## config.mk

```make
export PLATFORM = sky130hd
export DESIGN_NAME = fetch_queue
export DESIGN_NICKNAME = d
export VERILOG_FILES = /design/src/rtl/lc3b_types.sv /design/src/rtl/fetch_queue_ram.sv /design/src/rtl/fetch_queue.sv
export SDC_FILE = /design/constraint.sdc
export NUM_CORES = 1
export LEC_CHECK = 0
export CAP_MARGIN = 40
export CORE_ASPECT_RATIO = 0.5
export CORE_MARGIN = 2
export CORE_UTILIZATION = 40
export CTS_BUF_LIST = sky130_fd_sc_hd__clkbuf_8
export CTS_CLUSTER_DIAMETER = 40
export DETAILED_ROUTE_END_ITERATION = 8
export PLACE_DENSITY = 0.74
export SYNTH_ARGS = -nofsm -noshare
export SYNTH_HDL_FRONTEND = slang
export SYNTH_SLANG_ARGS = --single-unit
```

## constraint.sdc

```tcl
create_clock -name clk -period 4.1 [get_ports clk]
set_input_delay 1.23 -clock clk [delete_from_list [all_inputs] [get_ports clk]]
set_output_delay 1.23 -clock clk [all_outputs]
set_load 0.05 [all_outputs]
```

## src/rtl/lc3b_types.sv

```systemverilog
// Shared LC-3b datapath types; fetch packet carried from if_stage through fetch_queue.
// Latency: n/a (types only). Backpressure: n/a.
package lc3b_types;

    typedef logic [15:0] lc3b_word;

    typedef struct packed {
        lc3b_word pc;
        lc3b_word inst;
    } lc3b_fetch_pkt;

    localparam int FETCH_QUEUE_DEPTH = 4;

endpackage

```

## src/rtl/fetch_queue_ram.sv

```systemverilog
// DEPTH x 32 fetch packet storage: one synchronous write port, one asynchronous read port, no reset.
// Latency: write visible on read port after the writing edge. Backpressure: none, caller owns flow control.
module fetch_queue_ram #(
    parameter int DEPTH = 4,
    parameter int AW    = $clog2(DEPTH)
) (
    input  logic          clk,
    input  logic          we,
    input  logic [AW-1:0] waddr,
    input  logic [31:0]   wdata,
    input  logic [AW-1:0] raddr,
    output logic [31:0]   rdata
);

    logic [31:0] mem [DEPTH];

    always_ff @(posedge clk) begin
        if (we) begin
            mem[waddr] <= wdata;
        end
    end

    assign rdata = mem[raddr];

endmodule

```

## src/rtl/fetch_queue.sv

```systemverilog
// Decoupling FIFO of {pc, inst} packets between if_stage and id_stage; flush empties it in one edge.
// Latency: 1 cycle, or 0 when FETCH_QUEUE_BYPASS_EN is defined and the queue is empty.
// Backpressure: in_ready = !full (no push-through-pop when full); out_ready ignored while empty.
module fetch_queue
    import lc3b_types::*;
#(
    parameter int DEPTH = FETCH_QUEUE_DEPTH
) (
    input  logic                       clk,
    input  logic                       rst,
    input  logic                       flush,
    input  logic                       in_valid,
    output logic                       in_ready,
    input  logic [15:0]                in_pc,
    input  logic [15:0]                in_inst,
    output logic                       out_valid,
    input  logic                       out_ready,
    output logic [15:0]                out_pc,
    output logic [15:0]                out_inst,
    output logic [$clog2(DEPTH+1)-1:0] count,
    output logic                       empty,
    output logic                       full
);

    localparam int AW = $clog2(DEPTH);
    localparam int CW = $clog2(DEPTH + 1);

    logic [AW-1:0] wr_ptr;
    logic [AW-1:0] rd_ptr;
    logic          push;
    logic          pop;
    logic          bypass;
    lc3b_fetch_pkt in_pkt;
    lc3b_fetch_pkt head_pkt;
    lc3b_fetch_pkt out_pkt;

    assign in_pkt   = '{pc: in_pc, inst: in_inst};
    assign empty    = (count == '0);
    assign full     = (count == CW'(DEPTH));
    assign in_ready = !full;

`ifdef FETCH_QUEUE_BYPASS_EN
    // Reset is excluded so the queue reports idle outputs while rst is held.
    assign bypass = empty & in_valid & !flush & !rst;
`else
    assign bypass = 1'b0;
`endif

    assign out_valid = !empty | bypass;
    assign push      = in_valid & in_ready & !flush & !(bypass & out_ready);
    assign pop       = out_valid & out_ready & !flush & !empty;

    always_comb begin
        out_pkt = '0;
        if (bypass) begin
            out_pkt = in_pkt;
        end else if (!empty) begin
            out_pkt = head_pkt;
        end
    end

    assign out_pc   = out_pkt.pc;
    assign out_inst = out_pkt.inst;

    fetch_queue_ram #(
        .DEPTH (DEPTH),
        .AW    (AW)
    ) u_ram (
        .clk   (clk),
        .we    (push & !rst),
        .waddr (wr_ptr),
        .wdata (in_pkt),
        .raddr (rd_ptr),
        .rdata (head_pkt)
    );

    always_ff @(posedge clk) begin
        if (rst || flush) begin
            wr_ptr <= '0;
            rd_ptr <= '0;
            count  <= '0;
        end else begin
            if (push) begin
                wr_ptr <= wr_ptr + AW'(1);
            end
            if (pop) begin
                rd_ptr <= rd_ptr + AW'(1);
            end
            case ({push, pop})
                2'b10:   count <= count + CW'(1);
                2'b01:   count <= count - CW'(1);
                default: count <= count;
            endcase
        end
    end

endmodule

```

==> flow_summary.ini <==
[flow_run]
drv_cap = 0

[synth]
synth_edf_count = 128
yosysUniqueCellTypes = 26
synth-main-ff-cell = edfxtp_1
yosysTopAreaCellShare_pct = 70.8
ys_top_cells_by_area = edfxtp_1 71%, mux4_2 12%, dfxtp_1 3.3%, nor2b_1 3.0%, nor2b_4 1.5%
synth_top_cell_by_area = edfxtp_1
netlist_top_cells_count = 128 x edfxtp_1, 30 x mux4_2, 26 x nor2b_1
synth_warnings = 0
ys_ff_latch = 137
async_reset_ff_share_pct = 0
ys_seq_area_share_pct = 74.1
synth_most_common_cell = edfxtp_1
synth_area_mm2 = 0.00543
synthCells = 258
syn_nets = 301
syn_area_per_cell_um2 = 21.1

[global_route]
grt_usage_pct = 13.0
antenna_found_initial = 0
grt_pass1_wl_um = 14000
overflow = 0
grt_start_max_net_pins = 33
grt_pass1_vias = 2672

[clock_tree]
cts_buffer_depth = 2
cts-root-buf = clkbuf_8
cts_tree = built
cts.sinks = 137
ctsHoldBuffers = 0
numCtsBuffers = 17
cts_resized = 0
post_cts_buffers = 0
h-tree-depth = 4
insertion_delay_ns = 0.43
path_clk_slew_ns = 0.07

[final_layout]
num-nets-final = 395
final_util_pct = 50.7
syn_to_final_growth_pct = 25.0
drive_gt1_share_pct = 31.5
num-fill-cells = 1011
diodes = 0
multi_input_area_mm2 = 0.00130
seq_area_mm2 = 0.00403
final_cells = 541
fin_area_mm2 = 0.00679

[floorplanning]
io_pins = 76
core-area_mm2 = 0.0134
rows = 30
die_area_mm2 = 0.0146
die_width_um = 169
die_h_um = 86.4
start_util_pct = 40.5

[pwr]
p_leak_nw = 2.24
peakVddDrop_uv = 249
power_density_mw_per_mm2 = 438
p_total_mw = 2.97

[setup_path]
critPathCaptureType = output port
reg2reg_setup_slack_ns = 1.77
path_class = flop to output port
cp_max_fo = 12
crit_path_start_kind = flop
crit_required_ns = 2.87
crit_arrival_ns = 2.46

[detailed_routing]
viasPerCell = 4.84
antenna_left = 0
drt-pass1-iter-count = 4
vias = 2616
wl_um = 9150
drc = 0
drtIter0Drc = 148
wire_per_inst_um = 16.9

[timing]
tightestPinTransition_ns = 0.612
finalHoldViolations = 0
slew_violations = 0
period_share_pct = 90.1
worst_hold_slack_ns = 0.503
rsz0062_at_grt = false
period_minus_slack_ns = 3.69
slew_headroom_pct = 59.1
fmax_mhz = 271
fin_skew_ns = 0.00833
setup-violations-final = 0

[placement]
place.gp.congestion = 0.672
place_area_mm2 = 0.00633
place_inst = 509
io_buffers = 75
dp_hpwl_um = 5800

[run_status]
status = complete, no violations

[hold_path]
min_path_type = flop to flop
-- worst max-delay path, cell delays in order, from the launching register on --
cell and delay, ns:
dfxtp_2 0.58, mux4_1 0.59, nor2b_1 0.14, clkdlybuf4s50_1 0.72
-- logic make-up (layout without fill, tap and decap cells) --
logic type      count (synthesis)  count (layout)  synth area share, %
buf+inv                        18             125                 2.42
simple gates                   54              54                 7.12
fa+ha+maj                       6               6                 1.52
compound gates                  6               6                0.599
xor+xnor                        3               3                0.484
mux                            34              34                 13.8
flops                         137             137                 74.1
-- cell usage in the layout (no fill, tap or decap) --
| cell type | count |
|---|---|
| a21oi_1 | 3 |
| or3_1 | 2 |
| clkinv_4 | 1 |
| nor2_1 | 7 |
| clkdlybuf4s50_1 | 45 |
| buf_4 | 41 |
| mux2i_1 | 2 |
| mux4_2 | 30 |
| clkinvlp_4 | 2 |
| edfxtp_1 | 128 |
| fa_1 | 1 |
| nand3b_4 | 1 |
| or2_2 | 1 |
| nor2b_1 | 26 |
| inv_1 | 7 |
| or3b_4 | 1 |
| clkinv_2 | 3 |
| nand2_1 | 5 |
| clkbuf_8 | 17 |
| o21ai_0 | 2 |
| bufinv_16 | 6 |
| o31ai_1 | 1 |
| dfxtp_2 | 1 |
| nor3b_2 | 4 |
| mux4_1 | 2 |
| nor2b_4 | 6 |
| nor3_4 | 1 |
| dfxtp_1 | 8 |
| ha_1 | 5 |
| clkinv_1 | 3 |
| xor2_1 | 3 |
-- power by group --
group          internal (mW)  switching (mW)
clock network          0.776           0.487
registers               1.54         0.00499
logic                 0.0719          0.0910
total                   2.39           0.583
-- metrics by stage --
stage          setup slack, ns  setup TNS (ns)
3_5_place_dp             0.825               0
4_1_cts                  0.346               0
2_1_floorplan           -0.216          -27.09
3_3_place_gp             0.816               0
5_1_grt                  0.241               0
6_report                 0.406               0
-- flip-flops by register name, indices dropped and copies added, names as in the netlist, named ones only --
signal and flops:
rd_ptr 2, wr_ptr 2, count 3, u_ram.mem 128
-- per-layer routing --
layer  up-vias  share of wire (%)  GRT usage [%]  routed length [µm]
met1      1349                 42           15.0                3880
li1       1214                  -              -                   -
met4         0                1.2           4.00                 106
met5         -                  0              0                   0
met3        11                3.3           4.11                 298
met2        42                 53           23.7                4870
-- area by class of cell --
class	instances	area share [%]
flip-flops and latches	137	59.3
clock inverters	15	3.39
multi-input cells	103	19.1
well taps	176	3.24
clock buffers	17	3.45
inverters	7	0.387
repair buffers	86	11.2
-- path summary, 6_finish.rpt --
| check | start | end | depth (start not counted) |
|---|---|---|---|
| setup / recovery | flop | out_inst[0] | 3 |
| hold / removal | wr_ptr[1] | wr_ptr[1] | 2 |
| setup reg to reg | count[2] | count[2] | 8 |
| hold reg to reg | wr_ptr[1] | wr_ptr[1] | 2 |
(Power assumes the default switching activity.)
